===== src/rtl/mem_access_pkg.sv =====
// Shared types and helpers for the RV32I memory stage: access sizes, funct3
// encodings, FSM states and the write_back pipeline register layout.
package mem_access_pkg;

    localparam int DATA_W = 32;

    typedef enum logic [1:0] {
        BYTE = 2'd0,
        HALF = 2'd1,
        WORD = 2'd2
    } mem_size_t;

    typedef enum logic [0:0] {
        IDLE = 1'b0,
        BUSY = 1'b1
    } mem_state_t;

    localparam logic [2:0] F3_LB  = 3'b000;
    localparam logic [2:0] F3_LH  = 3'b001;
    localparam logic [2:0] F3_LW  = 3'b010;
    localparam logic [2:0] F3_LBU = 3'b100;
    localparam logic [2:0] F3_LHU = 3'b101;

    typedef struct packed {
        logic              Rmem;
        logic              Wreg;
        logic [DATA_W-1:0] result;
        logic [DATA_W-1:0] memOut;
        logic [4:0]        rd;
    } mem_access_out_t;

    // The unsigned encodings only exist for loads; for stores they fall back to word.
    function automatic mem_size_t mem_size_f(input logic [2:0] f3, input logic is_load);
        mem_size_t s;
        case (f3)
            F3_LB:   s = BYTE;
            F3_LH:   s = HALF;
            F3_LBU:  s = is_load ? BYTE : WORD;
            F3_LHU:  s = is_load ? HALF : WORD;
            default: s = WORD;
        endcase
        return s;
    endfunction

    function automatic logic is_aligned_f(input mem_size_t size, input logic [1:0] addr_lo);
        logic ok;
        case (size)
            BYTE:    ok = 1'b1;
            HALF:    ok = ~addr_lo[0];
            WORD:    ok = (addr_lo == 2'b00);
            default: ok = 1'b0;
        endcase
        return ok;
    endfunction

endpackage


===== src/rtl/mem_access_load_align.sv =====
// Load lane extraction: picks the byte/halfword addressed within the read word
// and sign- or zero-extends it according to funct3.
module mem_access_load_align
    import mem_access_pkg::*;
(
    input  logic [DATA_W-1:0] rdata_i,
    input  logic [1:0]        addr_lo_i,
    input  logic [2:0]        funct3_i,
    output logic [DATA_W-1:0] ext_o
);

    logic [7:0]  byte_s;
    logic [15:0] half_s;

    assign byte_s = rdata_i[{addr_lo_i, 3'b000} +: 8];
    assign half_s = rdata_i[{addr_lo_i[1], 4'b0000} +: 16];

    // Extension select; unsupported encodings pass the whole word through.
    always_comb begin
        case (funct3_i)
            F3_LB:   ext_o = {{24{byte_s[7]}}, byte_s};
            F3_LH:   ext_o = {{16{half_s[15]}}, half_s};
            F3_LBU:  ext_o = {24'h00_0000, byte_s};
            F3_LHU:  ext_o = {16'h0000, half_s};
            default: ext_o = rdata_i;
        endcase
    end

endmodule


===== src/rtl/mem_access.sv =====
// RV32I memory stage: drives the data-memory handshake, steers store lanes,
// extends loads and registers the write_back pipeline register.
module mem_access
    import mem_access_pkg::*;
#(
    parameter int ADDR_W = 32,
    parameter int XLEN   = 32
) (
    input  logic              Clock,
    input  logic              nReset,
    input  logic              ex_valid,
    input  logic              ex_Rmem,
    input  logic              ex_Wmem,
    input  logic              ex_Wreg,
    input  logic [2:0]        ex_funct3,
    input  logic [XLEN-1:0]   ex_result,
    input  logic [XLEN-1:0]   ex_storeData,
    input  logic [4:0]        ex_rd,
    output logic              dmem_req,
    output logic              dmem_we,
    output logic [ADDR_W-1:0] dmem_addr,
    output logic [XLEN-1:0]   dmem_wdata,
    output logic [3:0]        dmem_wstrb,
    input  logic              dmem_ack,
    input  logic [XLEN-1:0]   dmem_rdata,
    output logic              stall,
    output logic              misalign,
    output logic              Rmem,
    output logic              Wreg,
    output logic [XLEN-1:0]   result,
    output logic [XLEN-1:0]   memOut,
    output logic [4:0]        rd
);

    mem_state_t      state_q, state_d;
    mem_access_out_t out_q, out_d;
    logic            misalign_q, misalign_d;

    logic            mem_op_s, is_store_s, aligned_s, req_s;
    mem_size_t       size_s;
    logic [XLEN-1:0] load_ext_s;
    logic [XLEN-1:0] wdata_s;
    logic [3:0]      wstrb_s;

    assign mem_op_s   = ex_valid & (ex_Rmem | ex_Wmem);
    assign is_store_s = ex_Wmem & ~ex_Rmem;
    assign size_s     = mem_size_f(ex_funct3, ex_Rmem);
    assign aligned_s  = is_aligned_f(size_s, ex_result[1:0]);

    // Gated by nReset so the request drops the instant reset asserts mid-access.
    assign req_s      = nReset & ((state_q == BUSY) | (mem_op_s & aligned_s));

    assign dmem_req   = req_s;
    assign stall      = req_s & ~dmem_ack;
    assign dmem_we    = req_s & is_store_s;
    assign dmem_addr  = {ex_result[ADDR_W-1:2], 2'b00};
    assign dmem_wdata = wdata_s;
    assign dmem_wstrb = dmem_we ? wstrb_s : 4'b0000;

    mem_access_load_align u_load_align (
        .rdata_i   (dmem_rdata),
        .addr_lo_i (ex_result[1:0]),
        .funct3_i  (ex_funct3),
        .ext_o     (load_ext_s)
    );

    // Store lane replication and byte enables.
    always_comb begin
        case (size_s)
            BYTE: begin
                wdata_s = {4{ex_storeData[7:0]}};
                wstrb_s = 4'b0001 << ex_result[1:0];
            end
            HALF: begin
                wdata_s = {2{ex_storeData[15:0]}};
                wstrb_s = 4'b0011 << ex_result[1:0];
            end
            default: begin
                wdata_s = ex_storeData;
                wstrb_s = 4'b1111;
            end
        endcase
    end

    // Next state of the FSM and pipeline register; a bubble unless something retires.
    always_comb begin
        state_d    = state_q;
        out_d      = out_q;
        out_d.Rmem = 1'b0;
        out_d.Wreg = 1'b0;
        misalign_d = 1'b0;
        if (req_s) begin
            if (dmem_ack) begin
                state_d       = IDLE;
                out_d.Rmem    = ex_Rmem;
                out_d.Wreg    = ex_Wreg & ex_Rmem;
                out_d.result  = ex_result;
                out_d.memOut  = load_ext_s;
                out_d.rd      = ex_rd;
            end else begin
                state_d = BUSY;
            end
        end else if (mem_op_s) begin
            misalign_d = 1'b1;
        end else if (ex_valid) begin
            out_d.Wreg   = ex_Wreg;
            out_d.result = ex_result;
            out_d.rd     = ex_rd;
        end else begin
            out_d.Wreg = 1'b0;
        end
    end

    // FSM state and registered stage outputs.
    always_ff @(posedge Clock or negedge nReset) begin
        if (!nReset) begin
            state_q    <= IDLE;
            out_q      <= '0;
            misalign_q <= 1'b0;
        end else begin
            state_q    <= state_d;
            out_q      <= out_d;
            misalign_q <= misalign_d;
        end
    end

    assign Rmem     = out_q.Rmem;
    assign Wreg     = out_q.Wreg;
    assign result   = out_q.result;
    assign memOut   = out_q.memOut;
    assign rd       = out_q.rd;
    assign misalign = misalign_q;

endmodule

===== config.mk =====
export PLATFORM = sky130hd
export DESIGN_NAME = mem_access
export DESIGN_NICKNAME = d
export VERILOG_FILES = /design/src/rtl/mem_access_pkg.sv /design/src/rtl/mem_access_load_align.sv /design/src/rtl/mem_access.sv
export SDC_FILE = /design/constraint.sdc
export NUM_CORES = 1
export LEC_CHECK = 0
export BUFFER_PORTS_ARGS = -buffer_cell sky130_fd_sc_hd__buf_2
export CORE_ASPECT_RATIO = 0.8
export CORE_MARGIN = 2
export CORE_UTILIZATION = 48
export DETAILED_ROUTE_END_ITERATION = 10
export PLACE_DENSITY = 0.86
export SLEW_MARGIN = 20
export SYNTH_ARGS = -nofsm -noshare
export SYNTH_HDL_FRONTEND = slang
export SYNTH_HIERARCHICAL = 1
export SYNTH_SLANG_ARGS = --single-unit

===== constraint.sdc =====
create_clock -name Clock -period 4.45 [get_ports Clock]
set_input_delay 0.2225 -clock Clock [delete_from_list [all_inputs] [get_ports Clock]]
set_output_delay 0.2225 -clock Clock [all_outputs]
set_load 0.05 [all_outputs]

# Word-level counts from Yosys, hierarchy flattened
# Cells that the tools add are included.
# totals
regBits	73
inputBits	111
output_inout_bits	143
wordCells	56
# op_classes
n_eq_ne	7
shifts	4
n_mux	20
n_bitwise	12
reduce_logical	6
# op_table
cell	count
$pmux W32 S4	1
$mux W71	1
$mux W33	2
$pmux W32 S2	1
$mux W32	1
$shiftx A32 B6 Y16	1
$shiftx A32 B6 Y8	1
$mux W5	3
$pmux W2 S4	1
$pmux W4 S2	1
$and A1 B1 Y1	7
$eq A3 B3 Y1 const B	2
$mux W1	5
$logic_not A2 Y1	2
$mux W2	2
$mux W4	1
$shl A1 B2 Y4 const A	1
$shl A2 B2 Y4 const A	1
$eq A3 B1 Y1 const B	1
$logic_not A3 Y1	1
$not A1 Y1	3
$pmux W1 S3	1
$reduce_and A3 Y1	1
$eq A2 B1 Y1 const B	1
other kinds (6)	7

# Logic depth before layout (Yosys ltp)
# logic_depth
word_depth	9
ltp_mapped	7
depth_no_buf	5

# Modules after synthesis
# The synthesis kept the hierarchy.
# by_module_without_submodules
mod	n_inst	cells_per_inst	area_per_inst_um2	seq_area_each_um2
mem_access	1	266	3657.3	1826.8
mem_access_load_align	1	118	794.5	0.0

# Worst setup path before layout
# OpenSTA, ideal clock, no wires.
# synth_timing
path_kind	input -> output
start	input ex_result[0]
end	output stall
arrival_ns	1.970
required_time_ns	4.228
setup_slack_ns	2.257
cell_stages	5
n_path_buf	0
cell_sequence	or2_1 o21ai_4 and2_1 o21a_1 nor2b_1
# synth_via
elab_chain_cells	6
word_cells_on_any_way	7
cone_classes	mux: 1; bitwise: 5; reduce/logical: 1
# synth_lines
element	line_no	rtl
start, declared	mem_access.sv:16	input logic [XLEN-1:0] ex_result,
$logic_not A2 Y1 or $not A1 Y1 (tied branches)	mem_access_pkg.sv:50, mem_access_pkg.sv:49	
$pmux W1 S3 *	mem_access_pkg.sv:47	case (size)
$and A1 B1 Y1 *	mem_access.sv:51	assign req_s = nReset & ((state_q == BUSY) | (mem_op_s & aligned_s));
$or A1 B1 Y1 *	mem_access.sv:51	
$and A1 B1 Y1 *	mem_access.sv:51	
net dmem_req	mem_access.sv:19	output logic dmem_req,
$and A1 B1 Y1 *	mem_access.sv:54	assign stall = req_s & ~dmem_ack;
end, declared	mem_access.sv:26	output logic stall,
# Mark *: on every way through the listed nets, which the timed path passes. The rest lies on a longest branch.

# Worst setup path after layout
# layout_timing
start	input nReset
end	register out_q (netlist bit result[2])
# layout_via
elab_chain_cells	3
word_cells_on_any_way	6
cone_classes	eq/ne: 2; mux: 1; bitwise: 1; reduce/logical: 2
# layout_lines
element	line_no	rtl
start, declared	mem_access.sv:10	input logic nReset,
$and A1 B1 Y1 *	mem_access.sv:51	
$ne A2 B1 Y1 (no source line), or another cell as far along	--	
$reduce_and A3 Y1 (no source line)	--	
end signal, assigned	mem_access.sv:122	out_q <= out_d;
end, declared	mem_access.sv:36	mem_access_out_t out_q, out_d;
# Every way passes the cells marked *; elsewhere a longest branch is shown, timed or not.
# A chain may end at the register's enable or synchronous reset.

==> flow_metrics.tcl <==
set metrics [dict create \
    synthXorXnorAreaFrac 0 \
    p_per_area_nw_per_um2 574 \
    fin_ws_ns 2.24 \
    clkSinkCount 73 \
    max_freq_mhz 452 \
    seqPwrFrac 0.297 \
    r2r-start "state_q$_DFFE_PN0P_" \
    synth_top_area_frac 0.410 \
    yosysWarnings 6 \
    grt_max_degree 68 \
    post_drt_via_cell_ratio 5.30 \
    drc_errors 0 \
    grt_pass1_vias 3911 \
    crit_type "in2reg" \
    synth_edf_count 0 \
    cp.arrival_ns 2.43 \
    r2r_cells 5 \
    area_growth_pct 28.5 \
    fin_setup_tns_ns 0 \
    synth-main-ff-cell "dfrtp_1" \
    async_reset_ff_frac 1.00 \
    crit_required_ns 4.66 \
    hpwl_mm 9.23 \
    synthSimpleGateAreaFrac 0.0849 \
    synth_compound_area_frac 0.100 \
    antenna_found_initial 2 \
    fin_hold_ws_ns 0.107 \
    synth_fa_ha_area_frac 0 \
    min_period_ns 2.21 \
    layout-drive-gt1-share 0.606 \
    pre_cts_slack_ns 2.03 \
    seq_area_frac_synth 0.410 \
    core_area_um2 9040 \
    synth_cells 384 \
    p_int_mw 1.71 \
    rows 31 \
    synth_top_family_by_area "multiplexers" \
    yosysUniqueCellTypes 42 \
    drtIter0Drc 228 \
    cts_root_buf "clkbuf_16" \
    drv_slew 0 \
    synth.largest_area_cell "dfrtp_1" \
    pwr-share-comb 0.493 \
    cts-buffers-inserted 9 \
    fill_cells 762 \
    hold_viol_final 0 \
    p_sw_mw 1.58 \
    clk_pin_slew_ns 0.06 \
    maxSlewHeadroom 0.422 \
    grtUsageTotal 0.243 \
    ys_ff_latch 73 \
    finalCritPeriodShare 0.498 \
    crit_path_end_kind "flop" \
    diodes 0 \
    place_congestion 0.912 \
    die-area_um2 10100 \
    power.leakage_nw 3.11 \
    rsz0062_at_grt "no" \
    instances_no_fill 706 \
    path_max_fanout 36 \
    cts_buffer_depth 2 \
    ant_nets 0 \
    muxShareOfSynthArea 0.297 \
    ir_drop_mv 0.359 \
    setup_viol 0 \
    switching_share 0.480 \
    crit_path_start_kind "input port" \
    drv_cap 0 \
    place_inst 689 \
    synthTopCellsByArea "dfrtp_1 41%, mux2_2 12%, mux2_4 10%" \
    min_path_cells 2 \
    status "finished clean" \
    crit_start "nReset" \
    netlist_area_um2 4450 \
    nNetsFinal 697 \
    utilization 0.633 \
    die_h_um 90.1 \
    wirelength_mm 12.2 \
    cts_tree "built" \
    worst_pin_slew_ns 0.867 \
    portBuffers 251 \
    skew_ns 0.00525 \
    hold_path_class "in2reg" \
    vias 3745 \
    htreeDepth 3 \
    gr-total-overflow 0 \
    syn_area_per_cell_um2 11.6 \
    die_w_um 112 \
    initial_core_util 0.493 \
    clk-insertion-delay-late_ns 0.33 \
    clkPwrFrac 0.210 \
    grt_pass1_wl_mm 19.9 \
    io_pins 254 \
    ctsResizeCount 0 \
    first_pass_iters 5 \
    wire_per_inst_um 17.3 \
    hp-start "ex_Wreg" \
]
power by group through the flow:
stage | sequential, mW | clock (mW) | combinational [mW]
global route | 1.00 | 0.739 | 1.68
finish | 0.975 | 0.689 | 1.62
detailed placement | 0.984 | 0 | 1.62
floorplan | 1.69 | 0 | 0.535
CTS | 0.976 | 0.707 | 1.62
global placement | 0.975 | 0 | 1.60
cell families after synthesis:
kind of cell    count (synthesis)
other cells                     1
simple gates                   74
compound gates                 59
buf+inv                        68
mux                           109
flops                          73
stage by stage:
stage	instance area (µm²)	total power [mW]
2_1_floorplan	4460	2.23
3_3_place_gp	5420	2.57
3_5_place_dp	5420	2.61
4_1_cts	5720	3.31
5_1_grt	5720	3.42
6_report	5720	3.28
worst paths after layout:
check	slack, ns	end
worst max register to register	2.49	result[2]$_DFFE_PN0P_
worst min-delay path	0.11	Wreg$_DFF_PN0_
max in group asynchronous	3.08	result[3]$_DFFE_PN0P_
min in group asynchronous	0.29	result[1]$_DFFE_PN0P_
worst min register to register	0.49	result[29]$_DFFE_PN0P_
worst max-delay path	2.24	result[2]$_DFFE_PN0P_
cells in the mapped netlist (2+ instances only):
cell type and n:
o22a_1 8, nor2b_1 9, buf_6 4, a21oi_1 24
a22o_1 8, nand3b_1 8, mux2_4 30, mux2_2 49
mux2i_1 22, nor2_1 12, buf_4 40, inv_1 3
clkbuf_1 14, o21a_1 3, buf_8 3, nand2_1 33
and2_1 2, buf_2 3, a221o_1 8, dfrtp_1 73
mux2_1 7
layout make-up:
type | count | area, µm² | share of cell area
multi-input combinational | 244 | 2160 | 0.378
sequential | 73 | 1830 | 0.319
timing repair buffer | 255 | 1290 | 0.226
clock buffer | 9 | 225 | 0.0394
tap | 115 | 144 | 0.0252
clock inverter | 7 | 61.3 | 0.0107
inverter | 3 | 11.3 | 0.00197
what timing repair did:
| item | in CTS | in global routing |
|---|---|---|
| setup buffers | 0 | 0 |
| endpoints found under the hold margin | 6 | 0 |
| hold buffers | 1 | 0 |
cell usage in the layout (no fill, tap or decap), drive strengths merged:
cell / n
mux2i: 22
clkinv: 2
o21bai: 1
a22oi: 1
o21a: 3
a21oi: 24
and3: 1
nand2: 33
o22a: 8
nor3b: 1
mux4: 1
nor2: 13
and2b: 1
and2: 3
dfrtp: 73
clkinvlp: 2
nand2b: 1
nor2b: 10
a21o: 1
a22o: 8
inv: 6
a221o: 8
nand3b: 8
mux2: 86
or2: 1
clkbuf: 9
buf: 254
o21ai: 3
dlygate4sd3: 1
a31oi: 1
conb: 2
nor3: 2
o2111ai: 1
registers in the layout (all words and copies together), names as in the netlist:
| name | count |
|---|---|
| memOut | 32 |
| result | 32 |
| rd | 5 |
| Rmem | 1 |
| Wreg | 1 |
| misalign | 1 |
| state_q | 1 |
layer usage:
layer,global-route usage,up-vias,share of wire
li1,-,1719,-
met3,0.0823,21,0.082
met1,0.303,1828,0.41
met5,0,-,0.0023
met2,0.408,173,0.49
met4,0.0597,4,0.014
worst max-delay path, stage by stage:
cell	delay, ns
dlygate4sd3_1	0.54
buf_4	0.20
and2_1	0.19
a31oi_4	0.18
nor2b_4	0.16
buf_4	0.50
mux2_1	0.38
(Power assumes the default switching activity.)
